<file path="config.mk">
export PLATFORM = sky130hd
export DESIGN_NAME = mem_port_arbiter_flat
export DESIGN_NICKNAME = d
export VERILOG_FILES = /design/src/rtl/mem_port_arbiter_if.sv /design/src/rtl/mem_port_arbiter.sv /design/src/flat_wrapper.sv
export SDC_FILE = /design/constraint.sdc
export NUM_CORES = 1
export LEC_CHECK = 0
export CORE_AREA = 2 2 205 207
export DETAILED_ROUTE_END_ITERATION = 8
export DIE_AREA = 0 0 207 209
export PLACE_DENSITY = 0.66
export SYNTH_ARGS = -nofsm -noshare
export SYNTH_HDL_FRONTEND = slang
export SYNTH_SLANG_ARGS = --single-unit
</file>
<file path="constraint.sdc">
create_clock -name clk -period 1.48 [get_ports clk]
set_input_delay 0.296 -clock clk [delete_from_list [all_inputs] [get_ports clk]]
set_output_delay 0.296 -clock clk [all_outputs]
set_load 0.1 [all_outputs]
</file>
<file path="src/rtl/mem_port_arbiter_if.sv">
// Memory bus between the port arbiter (master) and the memory (slave):
// request channel with valid/ready, response channel with valid only.
interface mem_port_arbiter_if #(
  parameter int unsigned ADDR_W = 64,
  parameter int unsigned DATA_W = 64
);
  logic              bus_req_valid;
  logic              bus_req_ready;
  logic              bus_req_we;
  logic [ADDR_W-1:0] bus_req_addr;
  logic [DATA_W-1:0] bus_req_wdata;
  logic              bus_resp_valid;
  logic [DATA_W-1:0] bus_resp_data;

  modport master (
    output bus_req_valid, bus_req_we, bus_req_addr, bus_req_wdata,
    input  bus_req_ready, bus_resp_valid, bus_resp_data
  );

  modport slave (
    input  bus_req_valid, bus_req_we, bus_req_addr, bus_req_wdata,
    output bus_req_ready, bus_resp_valid, bus_resp_data
  );
endinterface

</file>
<file path="src/rtl/mem_port_arbiter.sv">
// Shares one memory bus between instruction fetch and the MEM stage; each access
// runs IDLE -> ISSUE -> WAIT -> RESP, with bounded MEM priority over IF.
module mem_port_arbiter #(
  parameter int unsigned ADDR_W       = 64,
  parameter int unsigned DATA_W       = 64,
  parameter int unsigned STARVE_LIMIT = 4
) (
  input  logic              clk,
  input  logic              reset,
  input  logic              if_req,
  input  logic [ADDR_W-1:0] if_addr,
  output logic              if_done,
  output logic [DATA_W-1:0] if_rdata,
  input  logic              mem_read,
  input  logic              mem_write,
  input  logic [ADDR_W-1:0] mem_addr,
  input  logic [DATA_W-1:0] mem_wdata,
  output logic              mem_done,
  output logic [DATA_W-1:0] mem_rdata,
  mem_port_arbiter_if.master bus,
  output logic              stall_if,
  output logic              stall_mem
);

  localparam int unsigned CNT_W = $clog2(STARVE_LIMIT + 1);

  typedef enum logic [1:0] {S_IDLE, S_ISSUE, S_WAIT, S_RESP} state_e;
  typedef enum logic {OWN_IF = 1'b0, OWN_MEM = 1'b1} owner_e;

  state_e            state_q,     state_d;
  owner_e            owner_q,     owner_d;
  logic              we_q,        we_d;
  logic [ADDR_W-1:0] addr_q,      addr_d;
  logic [DATA_W-1:0] wdata_q,     wdata_d;
  logic [CNT_W-1:0]  starve_q,    starve_d;
  logic              valid_q,     valid_d;
  logic              if_done_q,   if_done_d;
  logic              mem_done_q,  mem_done_d;
  logic [DATA_W-1:0] if_rdata_q,  if_rdata_d;
  logic [DATA_W-1:0] mem_rdata_q, mem_rdata_d;

  logic mem_any;
  logic grant_if;
  logic starve_full;

  assign mem_any     = mem_read | mem_write;
  assign starve_full = (starve_q == CNT_W'(STARVE_LIMIT));
  // MEM has priority unless IF has already waited out STARVE_LIMIT MEM grants.
  assign grant_if    = if_req & (~mem_any | starve_full);

  // Next-state, latched request and registered output logic.
  always_comb begin
    state_d     = state_q;
    owner_d     = owner_q;
    we_d        = we_q;
    addr_d      = addr_q;
    wdata_d     = wdata_q;
    starve_d    = starve_q;
    if_rdata_d  = if_rdata_q;
    mem_rdata_d = mem_rdata_q;

    case (state_q)
      S_IDLE: begin
        if (if_req | mem_any) begin
          state_d = S_ISSUE;
          if (grant_if) begin
            owner_d  = OWN_IF;
            we_d     = 1'b0;
            addr_d   = if_addr;
            wdata_d  = '0;
            starve_d = '0;
          end else begin
            owner_d = OWN_MEM;
            we_d    = mem_write;
            addr_d  = mem_addr;
            wdata_d = mem_wdata;
            if (!if_req) begin
              starve_d = '0;
            end else if (!starve_full) begin
              starve_d = starve_q + CNT_W'(1);
            end
          end
        end
      end
      S_ISSUE: begin
        if (bus.bus_req_ready) begin
          state_d = S_WAIT;
        end
      end
      S_WAIT: begin
        if (bus.bus_resp_valid) begin
          state_d = S_RESP;
          if (!we_q) begin
            if (owner_q == OWN_IF) begin
              if_rdata_d = bus.bus_resp_data;
            end else begin
              mem_rdata_d = bus.bus_resp_data;
            end
          end
        end
      end
      S_RESP: begin
        state_d = S_IDLE;
      end
      default: begin
        state_d = S_IDLE;
      end
    endcase

    valid_d    = (state_d == S_ISSUE);
    if_done_d  = (state_d == S_RESP) && (owner_d == OWN_IF);
    mem_done_d = (state_d == S_RESP) && (owner_d == OWN_MEM);
  end

  always_ff @(posedge clk) begin
    if (reset) begin
      state_q     <= S_IDLE;
      owner_q     <= OWN_IF;
      we_q        <= 1'b0;
      addr_q      <= '0;
      wdata_q     <= '0;
      starve_q    <= '0;
      valid_q     <= 1'b0;
      if_done_q   <= 1'b0;
      mem_done_q  <= 1'b0;
      if_rdata_q  <= '0;
      mem_rdata_q <= '0;
    end else begin
      state_q     <= state_d;
      owner_q     <= owner_d;
      we_q        <= we_d;
      addr_q      <= addr_d;
      wdata_q     <= wdata_d;
      starve_q    <= starve_d;
      valid_q     <= valid_d;
      if_done_q   <= if_done_d;
      mem_done_q  <= mem_done_d;
      if_rdata_q  <= if_rdata_d;
      mem_rdata_q <= mem_rdata_d;
    end
  end

  assign bus.bus_req_valid = valid_q;
  assign bus.bus_req_we    = we_q;
  assign bus.bus_req_addr  = addr_q;
  assign bus.bus_req_wdata = wdata_q;

  assign if_done   = if_done_q;
  assign mem_done  = mem_done_q;
  assign if_rdata  = if_rdata_q;
  assign mem_rdata = mem_rdata_q;

  // Stalls release in the done cycle so the pipeline advances on the RESP edge.
  assign stall_if  = if_req & ~if_done_q;
  assign stall_mem = mem_any & ~mem_done_q;

endmodule

</file>
<file path="src/flat_wrapper.sv">
// flat-port wrapper written by rule: the top's interface ports become plain ports
module mem_port_arbiter_flat 
#(
  parameter int unsigned ADDR_W       = 64,
  parameter int unsigned DATA_W       = 64,
  parameter int unsigned STARVE_LIMIT = 4
)
  (clk, reset, if_req, if_addr, if_done, if_rdata, mem_read, mem_write, mem_addr, mem_wdata, mem_done, mem_rdata, stall_if, stall_mem, bus_bus_req_valid, bus_bus_req_we, bus_bus_req_addr, bus_bus_req_wdata, bus_bus_req_ready, bus_bus_resp_valid, bus_bus_resp_data);
  mem_port_arbiter_if #(.ADDR_W(ADDR_W), .DATA_W(DATA_W)) bus_i ();
  input  logic clk;
  input  logic reset;
  input  logic if_req;
  input  logic [ADDR_W-1:0] if_addr;
  output logic if_done;
  output logic [DATA_W-1:0] if_rdata;
  input  logic mem_read;
  input  logic mem_write;
  input  logic [ADDR_W-1:0] mem_addr;
  input  logic [DATA_W-1:0] mem_wdata;
  output logic mem_done;
  output logic [DATA_W-1:0] mem_rdata;
  output logic stall_if;
  output logic stall_mem;
  output wire logic [$bits(bus_i.bus_req_valid)-1:0] bus_bus_req_valid;
  output wire logic [$bits(bus_i.bus_req_we)-1:0] bus_bus_req_we;
  output wire logic [$bits(bus_i.bus_req_addr)-1:0] bus_bus_req_addr;
  output wire logic [$bits(bus_i.bus_req_wdata)-1:0] bus_bus_req_wdata;
  input wire logic [$bits(bus_i.bus_req_ready)-1:0] bus_bus_req_ready;
  input wire logic [$bits(bus_i.bus_resp_valid)-1:0] bus_bus_resp_valid;
  input wire logic [$bits(bus_i.bus_resp_data)-1:0] bus_bus_resp_data;
  assign bus_bus_req_valid = bus_i.bus_req_valid;
  assign bus_bus_req_we = bus_i.bus_req_we;
  assign bus_bus_req_addr = bus_i.bus_req_addr;
  assign bus_bus_req_wdata = bus_i.bus_req_wdata;
  assign bus_i.bus_req_ready = bus_bus_req_ready;
  assign bus_i.bus_resp_valid = bus_bus_resp_valid;
  assign bus_i.bus_resp_data = bus_bus_resp_data;
  mem_port_arbiter #(.ADDR_W(ADDR_W), .DATA_W(DATA_W), .STARVE_LIMIT(STARVE_LIMIT)) u_core (.clk(clk), .reset(reset), .if_req(if_req), .if_addr(if_addr), .if_done(if_done), .if_rdata(if_rdata), .mem_read(mem_read), .mem_write(mem_write), .mem_addr(mem_addr), .mem_wdata(mem_wdata), .mem_done(mem_done), .mem_rdata(mem_rdata), .bus(bus_i), .stall_if(stall_if), .stall_mem(stall_mem));
endmodule
</file>
==> Yosys cells after proc, flatten, opt, wreduce, memory -nomap -nowiden <==
Cells that the tools add are included.
{ "totals": {"out_inout_bits": 262, "ram_bits": 0, "regBits": 266, "wordCells": 51, "romBits": 0, "latchBits": 0, "memories": 0} }
{ "classes": {"n_shift": 0, "n_reduce_logical": 7, "n_lt_le_gt_ge": 0, "bitwise": 12, "n_mul": 0, "n_eq_ne": 7, "n_mux": 13, "n_addsub": 1, "n_div": 0} }
{ "op_table": {"columns": ["operator", "n"], "rows": [
  ["$mux W64", 2],
  ["$mux W3", 3],
  ["$pmux W2 S4", 1],
  ["$reduce_and A4 Y1", 2],
  ["$eq A2 B2 Y1 const B", 3],
  ["$mux W2", 3],
  ["$not A1 Y1", 6],
  ["$eq A2 B1 Y1 const B", 2],
  ["$mux W1", 4],
  ["$add A3 B1 Y3 const B", 1],
  ["$and A1 B1 Y1", 3],
  ["$eq A3 B3 Y1 const B", 1],
  ["$ne A3 B2 Y1 const B", 1],
  ["$or A1 B1 Y1", 3],
  ["$reduce_and A3 Y1", 1],
  ["$logic_and A1 B1 Y1", 2],
  ["$logic_not A2 Y1", 1],
  ["$reduce_and A2 Y1", 1]
]} }

==> Longest topological paths before layout <==
{ "logic_depth": {"depth_word": 9, "depth_mapped": 7, "depth_no_buf": 5} }

==> Worst setup path after synthesis <==
No wires, ideal clock.
{ "synth_timing": {"path_kind": "input -> output", "startpoint": "input port if_req", "endpoint": "output port stall_if", "path_slack_ps": -935, "t_arrival_ps": 2119, "n_path_buf": 3, "stages": 5, "cell_sequence": "buf_6 -> inv_1 -> buf_2 -> clkbuf_1 -> nor2_1"} }
{ "synth_via": {"elab_chain_cells": 1} }
{ "synth_rtl": {"columns": ["item", "line_no", "source"], "rows": [
  ["from (decl)", "flat_wrapper.sv:12", "input logic if_req;"],
  ["$and A1 B1 Y1", "mem_port_arbiter.sv:154", "assign stall_if = if_req & ~if_done_q;"],
  ["to (decl)", "flat_wrapper.sv:22", "output logic stall_if;"]
]} }
No other way between the ends.

==> Worst setup path in the final report <==
{ "layout_timing": {"startpoint": "register u_core.state_q[0]", "endpoint": "register u_core.if_rdata_q[55], in the netlist u_core.if_rdata[55]"} }
{ "layout_via": {"elab_chain_cells": 2} }
{ "layout_rtl": {"columns": ["item", "line_no", "source"], "rows": [
  ["from (decl)", "mem_port_arbiter.sv:30", "state_e state_q, state_d;"],
  ["from (signal assigned)", "mem_port_arbiter.sv:129", "state_q <= state_d;"],
  ["$eq A2 B2 Y1", "mem_port_arbiter.sv:62", "case (state_q)"],
  ["$reduce_and A4 Y1 (no line)", null, null],
  ["to (signal assigned)", "mem_port_arbiter.sv:138", "if_rdata_q <= if_rdata_d;"],
  ["to (decl)", "mem_port_arbiter.sv:39", "logic [DATA_W-1:0] if_rdata_q, if_rdata_d;"]
]} }
No other way between the ends.
A chain may end at the register's enable or synchronous reset.

==> summary.txt <==
Setup path
  – Worst path arrival time: 2.14 ns
  – Worst-path fanout max: 6
  – Worst setup path startpoint: u_core.state_q[0]
  – Startpoint types: flip-flop
  – Critical path class: flip-flop to flip-flop
  – CP endpoint kind: flip-flop
  – Crit Reg-Reg Startpoint: u_core.state_q[0]
  – Critical Path RT: 1.95 ns

Floorplan
  – I/O pin total: 525
  – Core Region: 41290 sq um
  – Die area: 43260 sq um
  – Row count: 75
  – Starting Density: 27.10%
  – Die height: 209 microns
  – Die X: 207 microns

Global routing
  – Global Route Usage Sum: 21.72%
  – GR Overflow Total: 0
  – First-pass GRT wire length: 75870 microns
  – Largest net degree at the start of global routing: 69
  – Initial antenna violation count: 1
  – Vias in the first global route: 13010

Yosys
  – Synth top area cells: dfxtp_1 (48%), a21oi_1 (12%), o21ai_0 (11%)
  – Yosys top cell area share: 47.60%
  – Synth Cell Area: 11190 sq um
  – Post-synth EDFFs: 0
  – Area leader, netlist: dfxtp_1
  – Syn Nets: 1593
  – Post-synthesis sequential area ratio: 47.60%
  – Post-Syn Instances: 1328
  – Mean post-synth cell area: 8.425 sq um
  – Async SR Flop Fraction: 0%
  – Flops & latches, synth: 266
  – Synth warn: 0
  – Most numerous cell in the Yosys netlist: dfxtp_1
  – Synth cell types: 38
  – Commonest cells post-synth: dfxtp_1 (266), a21oi_1 (261), o21ai_0 (255)
  – Ys flop type: dfxtp_1

Drt
  – Post-route ant nets: 0
  – Routed len/inst: 22.80 microns
  – First-pass iteration count of the detailed router: 5
  – Via count: 13630
  – DR iter-0 viols: 997
  – Post-DR vias/cell: 5.611
  – DRC: 0
  – Final WL: 55390 microns

Clock network
  – Clock Latency Late Sink: 0.57 ns
  – Clock buffer depth: 3
  – Sink Count: 266
  – CTS Hold Buffers Added: 0
  – TritonCTS clock tree: done
  – CTS H-tree depth: 1
  – Root buffer cell: clkbuf_16
  – CTS buffer count: 31
  – Clock transition at the registers of the reported paths: 0.06 ns

Pwr
  – LEAKAGE: 8.186 nW
  – Pwr Density: 1062 nW/um^2
  – Max VDD drop: 715.4 uV
  – Pwr Total: 25.77 mW

STA
  – Crit share post-route: 112.7%
  – Slew Viols, Final: 0
  – # setup viols final: 253
  – Period minus WS final: 1.668 ns
  – Fmax achieved: 599.7 MHz
  – Final hold violations: 0
  – Worst Tran Pin Value: 0.5790 ns
  – Unrepaired setup endpoints after global routing: true
  – Layout Skew: 0.02207 ns
  – Min setup slack post-route: -0.1876 ns
  – Relative slew margins: 61.31%

Run status
  – Status: finished, violations left
  – Failing checks: setup timing

Hold path
  – Min-delay worst type: input pin to flip-flop
  – Hold Path Origin: reset

Finish
  – Area growth from synthesis to layout: 117.0%
  – Multi-input logic area: 6793 sq um
  – Final layout net count: 2132
  – Layout cells sized above 1: 42.93%
  – Filler instances: 3224
  – Register area: 5388 sq um

Placed design
  – Port bufs: 524
  – GPL Wtd Cong: 0.8652
  – DP Wirelength: 33170 microns
  – Setup WS pre-CTS: -0.6783 ns

Run
  – Maxcap violations: 0
## cell families after synthesis
kind of cell / after synthesis / synth area share, %
compound gates: 660 / 34.13
fa+ha+maj: 2 / 0.2236
buf+inv: 184 / 7.873
flops: 266 / 47.60
simple gates: 216 / 10.18
## per-layer routing
metal / up-vias / routed length, microns / track usage, %
met3: 153 / 4458 / 5.170
met4: 0 / 2466 / 8.153
li1: 6114 / - / -
met1: 6644 / 20940 / 25.16
met2: 719 / 27530 / 38.72
met5: - / 0 / 0
## stage by stage
step | hold WS (ns) | setup TNS, ns | instance area [sq um] | std cells | util [%]
after global routing | 0.2095 | -32.60 | 24280 | 2428 | 58.79
after floorplan | 0.4125 | -0.1692 | 11300 | 1328 | -
after detailed placement | 0.5047 | -116.70 | 20210 | 2307 | 48.94
after global placement | 0.4974 | -104.16 | 20210 | 2307 | 48.94
final | 0.2137 | -16.35 | 24280 | 2429 | 58.80
after CTS | 0.1842 | -9.207 | 22350 | 2401 | 54.12
## flip-flops by register name, indices dropped and copies added, names as in the netlist
register	flops
u_core.if_done	1
u_core.bus.bus_req_wdata	64
u_core.owner_q	1
u_core.bus.bus_req_valid	1
u_core.mem_done	1
u_core.starve_q	3
u_core.mem_rdata	64
u_core.state_q	2
u_core.if_rdata	64
u_core.bus.bus_req_addr	64
u_core.bus.bus_req_we	1
## worst paths after layout
| check | cells after the start | slack (ns) | endpoint |
|---|---|---|---|
| worst min register to register | 2 | 0.50 | u_core.if_rdata[61] |
| worst max-delay path | 6 | -0.19 | u_core.if_rdata[55] |
| worst min-delay path | 2 | 0.21 | u_core.if_rdata[39] |
| worst max register to register | 6 | -0.19 | u_core.if_rdata[55] |
## layout make-up
cell class | count | share of cell area [%]
Antenna cell | 1 | 0.01031
Timing Repair Buffer | 683 | 42.72
Inverter | 4 | 0.07730
Multi-Input combinational cell | 881 | 27.98
Sequential cell | 266 | 22.19
Tap cell | 539 | 2.778
Clock inverter | 8 | 0.3917
Clock buffer | 47 | 3.855
## cell usage in the layout (no fill, tap or decap), types with 3 or more instances in the layout
cell type and n:
a21oi_1 158, a21oi_2 102, a311oi_1 40, a311oi_2 24
buf_12 311, buf_16 14, buf_4 57, buf_6 16
buf_8 5, clkbuf_1 6, clkbuf_16 48, clkbuf_8 11
clkdlybuf4s50_1 258, clkinv_2 5, dfxtp_1 222, dfxtp_2 41
dfxtp_4 3, nand3_1 94, nand3_2 48, nand3_4 51
nand4_1 3, nor2_4 6, o2111ai_1 34, o2111ai_2 30
o21ai_0 177, o21ai_1 67, o21ai_2 17
## timing repair
| item | in CTS | in global routing |
|---|---|---|
| pin swaps | 28 | 143 |
| setup endpoints to repair | 252 | 279 |
| buffers inserted | 20 | 11 |
| gates resized for setup | 152 | 343 |
| cloned | 19 | 21 |
## report_power, final
| group | internal [mW] | switching [mW] |
|---|---|---|
| registers | 7.67 | 0.547 |
| clock network | 4.66 | 3.14 |
| logic | 3.78 | 5.98 |
## critical path: stages, from the launching register on
cell	delay [ns]
dfxtp_2	0.32
buf_6	0.11
and4bb_4	0.46
buf_12	0.19
buf_12	0.15
nand3_2	0.10
a21oi_1	0.24
Note: power is estimated with default switching activity, not from simulation.
